### src/rtl/cam_pkg.sv
// Shared CAM geometry and entry layout, also used by the downstream priority encoder.
package cam_pkg;
   localparam int CAM_ENTRIES = 32;
   localparam int CAM_IDX_W   = 5;
   localparam int CAM_KEY_W   = 16;

   // Entry layout at the default key width; mask is meaningful only in ternary builds.
   typedef struct packed {
      logic [CAM_KEY_W-1:0] key;
      logic [CAM_KEY_W-1:0] mask;
      logic                 valid;
   } cam_entry_t;
endpackage

### src/rtl/cam_entry.sv
// One CAM entry: key/valid storage (plus care mask when CAM_TERNARY_EN is defined)
// and the combinational match against the search key.
module cam_entry
   import cam_pkg::*;
#(
   parameter int KEY_W = CAM_KEY_W
) (
   input  logic             clk,
   input  logic             reset,
   input  logic             wr_en,
   input  logic             wr_valid,
   input  logic [KEY_W-1:0] wr_key,
`ifdef CAM_TERNARY_EN
   input  logic [KEY_W-1:0] wr_mask,
`endif
   input  logic             flush,
   input  logic [KEY_W-1:0] srch_key,
   output logic             match
);

   logic             valid;
   logic [KEY_W-1:0] key;
   logic [KEY_W-1:0] care;

   // Flush outranks a same-cycle write; invalidate leaves key/mask untouched.
   always_ff @(posedge clk or posedge reset) begin
      if (reset) begin
         valid <= 1'b0;
         key   <= '0;
      end else if (flush) begin
         valid <= 1'b0;
      end else if (wr_en) begin
         valid <= wr_valid;
         if (wr_valid) key <= wr_key;
      end
   end

`ifdef CAM_TERNARY_EN
   logic [KEY_W-1:0] mask;

   always_ff @(posedge clk or posedge reset) begin
      if (reset)                            mask <= '0;
      else if (!flush && wr_en && wr_valid) mask <= wr_mask;
   end

   assign care = mask;
`else
   assign care = '1;
`endif

   assign match = valid && (((key ^ srch_key) & care) == '0);

endmodule

### src/rtl/cam_match_array.sv
// 32-entry CAM producing registered match lines for the priority encoder, plus an
// enc_vld strobe aligned to the encoder output. Ternary compare under CAM_TERNARY_EN.
module cam_match_array
   import cam_pkg::*;
#(
   parameter int KEY_W   = CAM_KEY_W,
   parameter int ENC_LAT = 4
) (
   input  logic                   clk,
   input  logic                   reset,
   input  logic                   wr_en,
   input  logic [CAM_IDX_W-1:0]   wr_addr,
   input  logic [KEY_W-1:0]       wr_key,
`ifdef CAM_TERNARY_EN
   input  logic [KEY_W-1:0]       wr_mask,
`endif
   input  logic                   wr_valid,
   input  logic                   flush,
   input  logic                   srch_en,
   input  logic [KEY_W-1:0]       srch_key,
   output logic [CAM_ENTRIES-1:0] ml,
   output logic                   ml_vld,
   output logic                   enc_vld
);

   logic [CAM_ENTRIES-1:0] match_vec;
   logic [ENC_LAT-1:0]     vld_pipe;

   for (genvar i = 0; i < CAM_ENTRIES; i++) begin : g_entry
      cam_entry #(.KEY_W(KEY_W)) u_entry (
         .clk      (clk),
         .reset    (reset),
         .wr_en    (wr_en && (wr_addr == CAM_IDX_W'(i))),
         .wr_valid (wr_valid),
         .wr_key   (wr_key),
`ifdef CAM_TERNARY_EN
         .wr_mask  (wr_mask),
`endif
         .flush    (flush),
         .srch_key (srch_key),
         .match    (match_vec[i])
      );
   end

   // Idle cycles drive zero so the encoder reports no hit for them.
   always_ff @(posedge clk or posedge reset) begin
      if (reset) begin
         ml     <= '0;
         ml_vld <= 1'b0;
      end else begin
         ml     <= srch_en ? match_vec : '0;
         ml_vld <= srch_en;
      end
   end

   always_ff @(posedge clk or posedge reset) begin
      if (reset) begin
         vld_pipe <= '0;
      end else begin
         vld_pipe[0] <= ml_vld;
         for (int k = 1; k < ENC_LAT; k++) vld_pipe[k] <= vld_pipe[k-1];
      end
   end

   assign enc_vld = vld_pipe[ENC_LAT-1];

endmodule

### config.mk
export PLATFORM = sky130hd
export DESIGN_NAME = cam_match_array
export DESIGN_NICKNAME = d
export VERILOG_FILES = /design/src/rtl/cam_pkg.sv /design/src/rtl/cam_entry.sv /design/src/rtl/cam_match_array.sv
export SDC_FILE = /design/constraint.sdc
export NUM_CORES = 1
export LEC_CHECK = 0
export ABC_AREA = 1
export CORE_MARGIN = 4
export CORE_UTILIZATION = 65
export CTS_BUF_LIST = sky130_fd_sc_hd__clkbuf_4 sky130_fd_sc_hd__clkbuf_8
export DETAILED_ROUTE_END_ITERATION = 10
export HOLD_SLACK_MARGIN = 0.1
export PLACE_DENSITY_LB_ADDON = 0.05
export SLEW_MARGIN = 20
export SYNTH_ARGS = -nofsm -noshare
export SYNTH_HDL_FRONTEND = slang
export SYNTH_SLANG_ARGS = --single-unit
export TNS_END_PERCENT = 10
### constraint.sdc
create_clock -name clk -period 60.8 [get_ports clk]
set_input_delay 12.16 -clock clk [delete_from_list [all_inputs] [get_ports clk]]
set_output_delay 12.16 -clock clk [all_outputs]
set_load 0.01 [all_outputs]
==> metrics.md, run 1 <==
| Metric | Value |
|---|---|
| Status | `complete, no violations` |
| # resized after CTS | `0` |
| H-tree depth | `3` |
| Final hold vios | `0` |
| Chip height | `220 um` |
| Worst Path Max Fanout | `around 190` |
| Pin count of the biggest net entering global routing | `approximately 190` |
| Post-synth top flop | `dfrtp_1` |
| Die area | `48,300 um^2` |
| Final core occ | `0.717` |
| DP Wirelength | `between 40 and 50 mm` |
| Peak supply drop | `0.0215 mV` |
| Final Cycle Share | `0.238` |
| Worst setup path endpoint | `g_entry[13].u_entry.key[13]$_DFFE_PP0P_` |
| Req. time, crit path | `61,470 ps` |
| RSZ-0062 raised after global routing | `false` |
| Multi-input logic area | `12,100 um^2` |
| Syn Inst Count | `roughly 3,800` |
| Core ar. | `44,300 um^2` |
| Design Area, Final | `31,800 um^2` |
| Antenna Violating Nets Remaining | `0` |
| DP Area | `29,700 um^2` |
| Final clock skew | `around 16 ps` |
| Initial antenna violation count | `1` |
| R2R depth | `6` |
| Seq cells post-synth | `581` |
| Top Ports | `77` |
| Vias in the first global route | `24,100` |
| # Post-CTS Setup Buffers | `0` |
| I/O Buffers | `76` |
| CP startpoint | `reset` |
| First-pass GRT wire length | `141 mm` |
| Commonest cells after routing, fill and taps aside | `1,351 x nand2_1, 581 x dfrtp_1, 485 x o21ai_0` |
| FFs w/ async S/R, synth | `1.00` |
| All-layer global routing usage | `0.390` |
| CTS max path bufs | `3` |
| PD cells | `28.9 nW/um^2` |
| Fin Setup TNS | `0 ps` |
| Final wirelength | `93.4 mm` |
| Clk pin slew, worst setup/hold paths | `roughly 60 ps` |
| Initial Util | `0.658` |
| Clock root cell | `clkbuf_8` |
| Wire per inst | `21.0 um` |
| Rows | `77` |
| Critical Path Start Type | `input pin` |
| HP Class | `reg -> reg` |
| Syn avg cell area | `7.69 um^2` |
| Register Area | `around 15,000 um^2` |
| Mapped Area | `between 20,000 and 30,000 um^2` |
| Critical path type | `in -> async` |
| Hold_buf cts | `0` |
| DRC | `0` |
| Hold_ws | `approximately 360 ps` |
| Distinct cell type count of the synthesized netlist | `27` |
| Total gr overflow | `0` |
| Worst Setup End Kind | `asynchronous set/reset pin` |
| GPL Wtd Cong | `~0.89` |
| Min cycle time layout | `14,450 ps` |
| P&R area growth vs syn | `8.84%` |
| Detailed Routing Iterations Pass 1 | `7` |
| Vias post-DR | `25,600` |
| Fmax | `69.2 MHz` |
| Relative slew margins | `0.201` |
| CP arrival | `15,120 ps` |
| Lkg Pwr | `0.0152 uW` |
| Via density | `5.77` |
| R2R Setup Slk | `59,720 ps` |
| Fill cells | `3,631` |
| Die extent in x | `roughly 220 um` |
| Finish-stage setup viols | `0` |
| Layout cells sized above 1 | `0.0786` |
| TritonCTS buffer count | `98` |
| Layout net count | `3,813` |
| Final Slew Violations | `0` |
| Clock sink count | `between 500 and 600` |
| Ys Warns | `0` |
| # Max-Cap Violations | `0` |
| FF-to-FF End | `ml[18]$_DFF_PP0_` |
| CTS tree | `yes` |
| Worst slew pin tran | `1200 ps` |
| EDFF count, synth | `0` |
| RR Startpoint | `g_entry[18].u_entry.valid$_DFFE_PP0P_` |
| DRT iter0 DRCs | `3,102` |
| Skew-Pair Late Insertion Delay | `700 ps` |
| Seq/Total Area, Yosys | `0.498` |
| Commonest non-fill, non-tap cell in the layout | `nand2_1` |
| Mapped Nets | `3,839` |
## registers in the layout, indices dropped and copies added (netlist names)
register and flops:
g_entry.u_entry.key 512, vld_pipe 4, ml 32, ml_vld 1, g_entry.u_entry.valid 32
## cell usage after synthesis, types with 30 or more instances
cell      number  area, um^2
dfrtp_1      581       14500
o21ai_0      485        2430
inv_1        340        1280
xor2_1        66         578
o21ai_1       90         450
buf_2        126         631
nand3_2       30         300
a21oi_1       31         155
nand3_1      102         510
xnor2_1       91         797
nor2_1       265         995
nand2_1     1351        5070
clkbuf_1      75         282
o22ai_1       57         357
## through the flow
stage               power [uW]  setup slack [ps]  std cells
floorplan                  519             32380       3796
global placement           553             45660       4262
detailed placement         558             45600       4262
CTS                        918             46340       4435
global route               955             46010       4436
finish                     918             46350       4436
## layout make-up
type	instances	share of cell area
Clock buffer	162	0.0627
Multi-Input combinational cell	2620	0.380
Tap cell	592	0.0233
Antenna cell	1	0.0000788
Inverter	349	0.0415
Sequential cell	581	0.458
Clock inverter	11	0.00181
Timing Repair Buffer	120	0.0327
## routing by layer
layer / GRT usage / part of all wire / vias to the layer above
met5: 0 / 0 / -
met4: 0.162 / 0.053 / 0
met3: 0.0902 / 0.13 / 335
met2: 0.604 / 0.44 / 1451
met1: 0.536 / 0.38 / 12100
li1: - / - / 11800
## worst min path at each step
stage	from	endpoint	slack, ps	cells past startpoint
floorplan	vld_pipe[0]$_DFF_PP0_	vld_pipe[1]$_DFF_PP0_	330	0
global placement	vld_pipe[2]$_DFF_PP0_	vld_pipe[3]$_DFF_PP0_	340	0
detailed placement	vld_pipe[1]$_DFF_PP0_	vld_pipe[2]$_DFF_PP0_	340	0
CTS	vld_pipe[1]$_DFF_PP0_	vld_pipe[2]$_DFF_PP0_	360	0
global route	vld_pipe[1]$_DFF_PP0_	vld_pipe[2]$_DFF_PP0_	370	0
finish	vld_pipe[0]$_DFF_PP0_	vld_pipe[1]$_DFF_PP0_	360	0
## worst max-delay path, cell delays in order
cell and delay, ps:
clkdlybuf4s50_1 490, inv_8 630, buf_4 820, buf_12 750
## power breakdown
group / leakage (uW) / total (uW) / internal (uW) / switching [uW]
combinational: 0.00616 / 119 / 38.4 / 80.3
sequential: 0.00793 / 436 / 415 / 20.7
clock: 0.00111 / 364 / 205 / 159
## cell families after synthesis
group / Yosys count / share of synthesized area
flip-flops: 581 / 0.498
XOR/XNOR: 157 / 0.0471
AO/OA/AOI/OAI: 663 / 0.116
AND/OR/NAND/NOR: 1800 / 0.250
buffers and inverters: 595 / 0.0882
No activity file was read; power rests on OpenSTA's default activity.
==> run 2: changes to the inputs <==
CORE_UTILIZATION = 64   (was 65)
clock period = 13.5 ns   (was 60.8 ns; I/O delays follow)
==> run 2 against run 1 <==
Flip-flop and latch count unchanged. Critical endpoint is now g_entry[28].u_entry.key[3]$_DFFE_PP0P_. Largest power group unchanged. Highest routed layer is now met5. Critical path type unchanged. Non-clock buffer count increased by 5. Clock power grew to 4.7 times the previous value.
==> metrics.md, run 2 (synthesized netlist as in run 1, its figures left out) <==
| Metric | Value |
|---|---|
| # Post-CTS Setup Buffers | `0` |
| CP arrival | `5660 ps` |
| I/O Buffers | `76` |
| RR Startpoint | `g_entry[26].u_entry.key[15]$_DFFE_PP0P_` |
| Via density | `5.80` |
| Finish-stage setup viols | `0` |
| Worst path cell trace | `clkdlybuf4s50_1 -> clkinvlp_4 -> buf_4 -> buf_4 -> buf_4` |
| # resized after CTS | `0` |
| Commonest non-fill, non-tap cell in the layout | `nand2_1` |
| # Max-Cap Violations | `0` |
| RSZ-0062 raised after global routing | `false` |
| Hold Startpoint | `vld_pipe[1]$_DFF_PP0_` |
| GRT met2 Usage | `0.572` |
| Largest registers | `g_entry.u_entry.key x512, g_entry.u_entry.valid x32, ml x32` |
| All-layer global routing usage | `0.372` |
| Clock root cell | `clkbuf_8` |
| First-pass GRT wire length | `around 140 mm` |
| H-tree depth | `3` |
| Clk pin slew, worst setup/hold paths | `60 ps` |
| Min cycle time layout | `between 5000 and 6000 ps` |
| DP Wirelength | `around 48 mm` |
| Final Cycle Share | `0.371` |
| GR peak layer | `met2` |
| Worst path slowest cell | `buf_4` |
| Critical Path Max Stage Delay | `890 ps` |
| Initial Util | `0.654` |
| Skew-Pair Late Insertion Delay | `700 ps` |
| GPL Wtd Cong | `0.876` |
| Final Slew Violations | `0` |
| Chip height | `around 220 um` |
| Fmax | `200 MHz` |
| Peak supply drop | `0.126 mV` |
| Worst hold stages | `0` |
| Wire per inst | `about 21 um` |
| N_diodes | `0` |
| Clock sink count | `581` |
| DRC | `0` |
| Fin Setup TNS | `0 ps` |
| Worst slew pin tran | `1190 ps` |
| Critical Path Start Type | `input pin` |
| M3 GR Usage | `0.0862` |
| CP most frequent cell | `buf_4` |
| Hold_ws | `355 ps` |
| CTS max path bufs | `3` |
| Worst Setup End Kind | `asynchronous set/reset pin` |
| Vias in the first global route | `24,500` |
| Vias post-DR | `25,800` |
| HP Class | `reg -> reg` |
| Layout net count | `3,815` |
| Antenna Violating Nets Remaining | `0` |
| Die extent in x | `between 200 and 250 um` |
| Die area | `49,100 um^2` |
| Final clock skew | `25.7 ps` |
| Top Ports | `77` |
| Core ar. | `44,600 um^2` |
| CTS tree | `yes` |
| Worst Path Max Fanout | `78` |
| PD cells | `132 nW/um^2` |
| Final hold vios | `0` |
| Rows | `a little under 80` |
| Number of flip-flops in the largest register | `a little over 500` |
| Final core occ | `0.716` |
| R2R depth | `7` |
| P&R area growth vs syn | `9.42%` |
| Hold worst-path end | `vld_pipe[2]$_DFF_PP0_` |
| Detailed Routing Iterations Pass 1 | `6` |
| DRT iter0 DRCs | `2,889` |
| Total power | `4200 uW` |
| Pin count of the biggest net entering global routing | `161` |
| Hold_buf cts | `0` |
| Critical path type | `in -> async` |
| Final wirelength | `92.1 mm` |
| Status | `complete, no violations` |
| Total gr overflow | `0` |
| Grt met1 use | `0.514` |
| Commonest cells after routing, fill and taps aside | `1,351 x nand2_1, 581 x dfrtp_1, 485 x o21ai_0` |
| FF-to-FF End | `ml[26]$_DFF_PP0_` |
| Relative slew margins | `0.204` |
| Lkg Pwr | `between 0.015 and 0.02 uW` |
| TritonCTS buffer count | `95` |
| Layout cells sized above 1 | `0.0797` |
| Req. time, crit path | `14,160 ps` |
| R2R Setup Slk | `between 10,000 and 15,000 ps` |
| Most flops, register | `g_entry.u_entry.key` |
| Initial antenna violation count | `1` |
[run 2: worst max path at each step]
stage,startpoint,end,slack (ps),depth (start not counted)
finish,reset,g_entry[28].u_entry.key[3]$_DFFE_PP0P_,8500,5
floorplan,reset,g_entry[0].u_entry.key[0]$_DFFE_PP0P_,2880,1
CTS,reset,ml[30]$_DFF_PP0_,8370,5
global route,reset,g_entry[30].u_entry.key[3]$_DFFE_PP0P_,8040,5
detailed placement,reset,g_entry[28].u_entry.key[12]$_DFFE_PP0P_,7650,5
global placement,reset,g_entry[30].u_entry.key[13]$_DFFE_PP0P_,7700,5
[run 2: through the flow]
stage	area, um^2	worst slack (ps)	instances
global placement	29700	7700	4266
global route	31900	8040	4443
floorplan	29200	2880	3796
finish	31900	8500	4443
CTS	31900	8370	4442
detailed placement	29700	7650	4266
[run 2: area by class of cell]
class,count,area (um^2)
multi-input cells,2620,12100
inverters,349,1310
clock buffers,159,1990
flip-flops and latches,581,14500
repair buffers,125,1090
clock inverters,17,171
well taps,592,741
fillers,3673,12700
[run 2: worst max-delay path, delay by kind of cell]
| family | cells | cell delay (ps) |
|---|---|---|
| buf+inv | 5 | 2880 |
[run 2: layer usage]
| layer | vias up | wire length [um] |
|---|---|---|
| li1 | 11800 | - |
| met1 | 12200 | 36200 |
| met2 | 1398 | 40100 |
| met3 | 338 | 11000 |
| met4 | 2 | 4770 |
| met5 | - | 13 |
[run 2: power by group]
| group | internal, uW | switching [uW] | total (uW) |
|---|---|---|---|
| registers | 1870 | 92.9 | 1960 |
| logic | 174 | 359 | 533 |
| clock network | 988 | 720 | 1710 |
| total | 3030 | 1170 | 4200 |
